[src/rtl/muldiv_seq_if.sv]
// Operation bus for the sequential multiply/divide unit.
// The requester side drives the command and operands; the unit returns status and results.
interface muldiv_seq_if #(
    parameter int WIDTH = 32
);
    logic             start;
    logic [5:0]       ALUctrl;
    logic [WIDTH-1:0] a;
    logic [WIDTH-1:0] b;
    logic             busy;
    logic             done;
    logic [WIDTH-1:0] hi;
    logic [WIDTH-1:0] lo;

    modport master (
        output start, ALUctrl, a, b,
        input  busy, done, hi, lo
    );

    modport slave (
        input  start, ALUctrl, a, b,
        output busy, done, hi, lo
    );
endinterface

[src/rtl/muldiv_seq.sv]
// Iterative unsigned multiplier (radix-2 shift-add) and restoring divider.
// One bit per cycle for WIDTH cycles, then a one-cycle done pulse that loads hi/lo.
module muldiv_seq #(
    parameter int WIDTH = 32
) (
    input  logic           clk,
    input  logic           rst,
    muldiv_seq_if.slave    bus
);
    localparam int CW = (WIDTH > 1) ? $clog2(WIDTH) : 1;
    localparam logic [5:0] OP_MUL = 6'h13;
    localparam logic [5:0] OP_DIV = 6'h34;

    typedef enum logic [1:0] {IDLE, MUL, DIV, DONE} state_t;

    state_t             state_q, state_d;
    logic [CW-1:0]      cnt_q, cnt_d;
    logic [WIDTH-1:0]   a_q, a_d;
    logic [WIDTH-1:0]   b_q, b_d;
    logic [2*WIDTH-1:0] acc_q, acc_d;
    logic [WIDTH-1:0]   rem_q, rem_d;
    logic [WIDTH-1:0]   quo_q, quo_d;
    logic [WIDTH-1:0]   hi_q, hi_d;
    logic [WIDTH-1:0]   lo_q, lo_d;

    // Multiply step: acc = {partial product, remaining multiplier bits}; the
    // WIDTH+1-bit sum keeps the carry so nothing is truncated on the shift.
    logic [WIDTH:0]     mul_sum;
    logic [2*WIDTH-1:0] mul_acc_next;

    assign mul_sum      = acc_q[0] ? ({1'b0, acc_q[2*WIDTH-1:WIDTH]} + {1'b0, a_q})
                                   :  {1'b0, acc_q[2*WIDTH-1:WIDTH]};
    assign mul_acc_next = {mul_sum, acc_q[WIDTH-1:1]};

    // Restoring divide step on a WIDTH+1-bit partial remainder; the result of a
    // successful subtract always fits back into WIDTH bits.
    logic [WIDTH:0]     div_shift;
    logic               div_ge;
    logic [WIDTH-1:0]   div_rem_next;
    logic [WIDTH-1:0]   div_quo_next;

    assign div_shift    = {rem_q, quo_q[WIDTH-1]};
    assign div_ge       = (div_shift >= {1'b0, b_q});
    assign div_rem_next = div_ge ? (div_shift[WIDTH-1:0] - b_q) : div_shift[WIDTH-1:0];
    assign div_quo_next = {quo_q[WIDTH-2:0], div_ge};

    always_comb begin
        state_d = state_q;
        cnt_d   = cnt_q;
        a_d     = a_q;
        b_d     = b_q;
        acc_d   = acc_q;
        rem_d   = rem_q;
        quo_d   = quo_q;
        hi_d    = hi_q;
        lo_d    = lo_q;

        unique case (state_q)
            IDLE: begin
                if (bus.start && (bus.ALUctrl == OP_MUL)) begin
                    a_d     = bus.a;
                    b_d     = bus.b;
                    acc_d   = {{WIDTH{1'b0}}, bus.b};
                    cnt_d   = CW'(WIDTH - 1);
                    state_d = MUL;
                end else if (bus.start && (bus.ALUctrl == OP_DIV)) begin
                    a_d     = bus.a;
                    b_d     = bus.b;
                    rem_d   = '0;
                    quo_d   = bus.a;
                    cnt_d   = CW'(WIDTH - 1);
                    state_d = DIV;
                end
            end
            MUL: begin
                acc_d = mul_acc_next;
                cnt_d = cnt_q - 1'b1;
                if (cnt_q == '0) begin
                    cnt_d   = '0;
                    hi_d    = mul_acc_next[2*WIDTH-1:WIDTH];
                    lo_d    = mul_acc_next[WIDTH-1:0];
                    state_d = DONE;
                end
            end
            DIV: begin
                rem_d = div_rem_next;
                quo_d = div_quo_next;
                cnt_d = cnt_q - 1'b1;
                if (cnt_q == '0) begin
                    cnt_d   = '0;
                    hi_d    = div_rem_next;
                    lo_d    = div_quo_next;
                    state_d = DONE;
                end
            end
            DONE: begin
                state_d = IDLE;
            end
            default: begin
                state_d = IDLE;
            end
        endcase
    end

    always_ff @(posedge clk or posedge rst) begin
        if (rst) begin
            state_q <= IDLE;
            cnt_q   <= '0;
            a_q     <= '0;
            b_q     <= '0;
            acc_q   <= '0;
            rem_q   <= '0;
            quo_q   <= '0;
            hi_q    <= '0;
            lo_q    <= '0;
        end else begin
            state_q <= state_d;
            cnt_q   <= cnt_d;
            a_q     <= a_d;
            b_q     <= b_d;
            acc_q   <= acc_d;
            rem_q   <= rem_d;
            quo_q   <= quo_d;
            hi_q    <= hi_d;
            lo_q    <= lo_d;
        end
    end

    assign bus.busy = (state_q == MUL) || (state_q == DIV);
    assign bus.done = (state_q == DONE);
    assign bus.hi   = hi_q;
    assign bus.lo   = lo_q;
endmodule
[src/flat_wrapper.sv]
// flat-port wrapper written by rule: the top's interface ports become plain ports
module muldiv_seq_flat 
#(
    parameter int WIDTH = 32
)
  (clk, rst, bus_start, bus_ALUctrl, bus_a, bus_b, bus_busy, bus_done, bus_hi, bus_lo);
  muldiv_seq_if #(.WIDTH(WIDTH)) bus_i ();
  input  logic clk;
  input  logic rst;
  input wire logic [$bits(bus_i.start)-1:0] bus_start;
  input wire logic [$bits(bus_i.ALUctrl)-1:0] bus_ALUctrl;
  input wire logic [$bits(bus_i.a)-1:0] bus_a;
  input wire logic [$bits(bus_i.b)-1:0] bus_b;
  output wire logic [$bits(bus_i.busy)-1:0] bus_busy;
  output wire logic [$bits(bus_i.done)-1:0] bus_done;
  output wire logic [$bits(bus_i.hi)-1:0] bus_hi;
  output wire logic [$bits(bus_i.lo)-1:0] bus_lo;
  assign bus_i.start = bus_start;
  assign bus_i.ALUctrl = bus_ALUctrl;
  assign bus_i.a = bus_a;
  assign bus_i.b = bus_b;
  assign bus_busy = bus_i.busy;
  assign bus_done = bus_i.done;
  assign bus_hi = bus_i.hi;
  assign bus_lo = bus_i.lo;
  muldiv_seq #(.WIDTH(WIDTH)) u_core (.clk(clk), .rst(rst), .bus(bus_i));
endmodule
[config.mk]
export PLATFORM = sky130hd
export DESIGN_NAME = muldiv_seq_flat
export DESIGN_NICKNAME = d
export VERILOG_FILES = /design/src/rtl/muldiv_seq_if.sv /design/src/rtl/muldiv_seq.sv /design/src/flat_wrapper.sv
export SDC_FILE = /design/constraint.sdc
export NUM_CORES = 1
export LEC_CHECK = 0
export ABC_AREA = 0
export BUFFER_PORTS_ARGS = -buffer_cell sky130_fd_sc_hd__buf_2
export CORE_ASPECT_RATIO = 1.1
export CORE_UTILIZATION = 65
export DETAILED_ROUTE_END_ITERATION = 8
export PLACE_DENSITY = 0.86
export SYNTH_ARGS = -nofsm -noshare
export SYNTH_HDL_FRONTEND = slang
export SYNTH_SLANG_ARGS = --single-unit
[constraint.sdc]
create_clock -name clk -period 16.7 [get_ports clk]
set_clock_uncertainty 0.1 [all_clocks]
set_input_delay 3.34 -clock clk [delete_from_list [all_inputs] [get_ports clk]]
set_output_delay 3.34 -clock clk [all_outputs]
set_load 0.1 [all_outputs]
==> parameters.txt <==
Parameter                              Value

Run status
  Status    finished, final reports clean

Clocking
  Post-CTS Hold Buffers    0
  Buffer levels on the longest clock path    3
  CTS H-tree lvls    1
  Post_cts resized    0
  Clock latency of the later-clocked register in the worst-skew pair    550 ps
  Root Buffer    clkbuf_16
  Total CTS buffers    28
  Post-CTS setup buffers    0
  Clock-pin slew on the worst setup and hold paths    60 ps
  Number of sinks on the clock net    263
  CTS tree    done

Detailed routing
  First-iteration detailed-routing DRC count    862
  DRC violation count after routing    0
  WL final    42300 µm
  Vias/cell    6.316
  Pre-antenna DRT Iters    6
  Avg WL per Cell    20.98 µm
  Total via count in the routed design    12734
  Number of nets with antenna violations after detailed routing    0

Worst setup path
  Required time reported for the critical path endpoint    17050 ps
  Kind of cell adding the most delay to the critical path    simple AND/OR/NAND/NOR gates
  Slowest library cell on the worst path    nor4_1
  Critical Path AT    5960 ps
  Cell chain of the critical path    buf_2 > nand3b_1 > nor4_1 > mux2i_4 > buf_4 > nand2b_1 > o21ai_0
  Largest stage delay on the critical path    870 ps
  Path type of the worst setup path    in -> reg
  Worst setup SP type    input pin
  Crit end category    register
  Maximum fanout count along the critical path    57
  Worst Path Buf+Inv    2

Global routing
  Via count of the first global-routing pass    12448
  Wire length of the first global-routing pass    66230 µm
  Residual overflow from global routing    0
  Largest net degree at the start of global routing    131
  Number of antenna violations at the first check in global routing    1
  Tot GR Track Use    0.3529

Timing
  Worst slew pin tran    1156 ps
  Fmax    178.1 MHz
  Count of pins over their slew limit    0
  Share of the clock period used by the worst path    0.3363
  Final hold violation count    0
  Final total negative setup slack    0 ps
  Unrepaired setup endpoints after global routing    no
  Max-slew headroom    0.2273
  Setup-violating endpoint count in the final report    0
  Fin crit period    5616 ps

Floorplan
  Starting Density    0.6654
  Die W    148.3 µm
  Std-Cell Rows    58
  Top-level port count    139
  Overall die area    24170 µm²
  Floorplan Core Area    23000 µm²
  Die height    163.0 µm

Cells and area
  Area Overhead vs Synth    12.41%
  Antenna fix cells    0
  Fill cells    1650
  Final net count    1839
  Ratio of cells with drive above 1 in the final layout    0.1807

Min path
  Worst hold path type    reg -> reg

Synthesis
  Mean Syn Cell Area    9.597 µm²
  Fraction of the yosys area taken by sequential cells    0.4299
  Cells after synthesis    1595
  Number of synthesis warnings    0
  Proportion of synthesized flip-flops having asynchronous set or reset    1.000
  Most used flip-flop cell after synthesis    dfrtp_1
  Count of flip-flops with a built-in enable after synthesis    0
  Area of the mapped netlist    15310 µm²
  Synthesis-stage register bit count    263
  Number of nets in the synthesized netlist    1740
  Distinct cell type count after synthesis    80

Placed design
  Count of input and output buffers    138
  Half-perimeter wire length after detailed placement    29890 µm
  GP Congestion    0.9742

Run
  # Max-Cap Violations    0
cell families (layout without fill, tap and decap cells):
kind of cell | after synthesis | in the layout | synth area share
muxes | 219 | 219 | 0.1495
DFF | 263 | 263 | 0.4299
and+or+nand+nor | 412 | 412 | 0.1204
buffers and inverters | 142 | 263 | 0.03629
xor gates and xnor gates | 48 | 48 | 0.02746
adders and majority gates | 72 | 72 | 0.05983
AOI/OAI and AO/OA | 439 | 439 | 0.1766
placed cells by master (no fill, tap or decap), types with 23 or more instances in the layout:
cell type	count
mux2_2	77
buf_2	138
dfrtp_1	262
nand3_1	23
inv_1	58
ha_1	68
a21oi_1	72
mux2i_1	140
nand2_1	240
nor2_1	59
o21ai_0	200
clkbuf_16	29
xnor2_1	34
through the flow:
stage / cell area, µm² / hold slack, ps / cells / worst slack (ps) / utilization
6_report: 17210 / 379.8 / 2016 / 11080 / 0.7480
5_1_grt: 17210 / 401.9 / 2016 / 10850 / 0.7480
4_1_cts: 17210 / 382.5 / 2016 / 11110 / 0.7480
3_5_place_dp: 16210 / 366.6 / 1964 / 10550 / 0.7047
3_3_place_gp: 16210 / 357.6 / 1964 / 10690 / 0.7047
2_1_floorplan: 15310 / 363.5 / 1595 / 6020 / -
cells in the mapped netlist (12+ instances only):
| master | number | area share |
|---|---|---|
| dfrtp_1 | 263 | 0.43 |
| nand2_1 | 240 | 0.059 |
| o21ai_0 | 201 | 0.066 |
| mux2i_1 | 142 | 0.093 |
| mux2_2 | 77 | 0.057 |
| a21oi_1 | 72 | 0.024 |
| ha_1 | 70 | 0.057 |
| clkbuf_1 | 62 | 0.015 |
| inv_1 | 59 | 0.014 |
| nor2_1 | 59 | 0.014 |
| xnor2_1 | 34 | 0.019 |
| nand3_1 | 23 | 0.0075 |
| a21o_1 | 18 | 0.0088 |
| xor2_1 | 14 | 0.0080 |
| a211oi_1 | 13 | 0.0064 |
| a31oi_1 | 12 | 0.0049 |
| buf_2 | 12 | 0.0039 |
| nand2b_1 | 12 | 0.0049 |
| nor3_1 | 12 | 0.0039 |
| o21ai_1 | 12 | 0.0039 |
flip-flops by register name, summed over array words and instances (netlist names):
name and cells:
u_core.acc_q 64, u_core.bus.lo 32, u_core.state_q 2, u_core.quo_q 32, u_core.cnt_q 5, u_core.bus.hi 32
u_core.b_q 32, u_core.rem_q 32, u_core.a_q 32
worst reg2reg max path, delay by kind of cell (launching register included):
family          cells  cell delay, ps
fa+ha+maj           1             400
flops               1             410
compound gates      6            1790
simple gates        3            1350
layout make-up:
| cell class | instances | area (µm²) | area share |
|---|---|---|---|
| clock buffers | 36 | 802.0 | 0.04661 |
| clock inverters | 16 | 192.7 | 0.01120 |
| inverters | 60 | 232.7 | 0.01353 |
| multi-input cells | 1190 | 8233 | 0.4785 |
| flip-flops and latches | 263 | 6583 | 0.3826 |
| well taps | 300 | 375.4 | 0.02182 |
| repair buffers | 151 | 788.3 | 0.04581 |
worst paths after layout:
path / start / to / slack (ps) / cells past startpoint
worst max-delay path: bus_ALUctrl[3] / u_core.rem_q[3]$_DFFE_PP0P_ / 11080 / 7
worst min-delay path: u_core.bus.lo[8]$_DFFE_PP0P_ / u_core.bus.lo[8]$_DFFE_PP0P_ / 380 / 2
worst max register to register: u_core.rem_q[5]$_DFFE_PP0P_ / u_core.bus.hi[2]$_DFFE_PP0P_ / 12580 / 10
worst min register to register: u_core.bus.lo[8]$_DFFE_PP0P_ / u_core.bus.lo[8]$_DFFE_PP0P_ / 380 / 2
max in group asynchronous: rst / u_core.acc_q[61]$_DFFE_PP0P_ / 12120 / 3
min in group asynchronous: rst / u_core.rem_q[31]$_DFFE_PP0P_ / 2780 / 2
metal layers:
metal | GRT usage | up-vias | routed length (µm)
li1 | - | 5925 | -
met1 | 0.4446 | 6238 | 16950
met2 | 0.6071 | 463 | 21030
met3 | 0.02941 | 108 | 2114
met4 | 0.1846 | 0 | 2207
met5 | 0 | - | 0
Power is not shown: default switching activity piles up to over one toggle a cycle in this logic, so the estimate is an artifact.
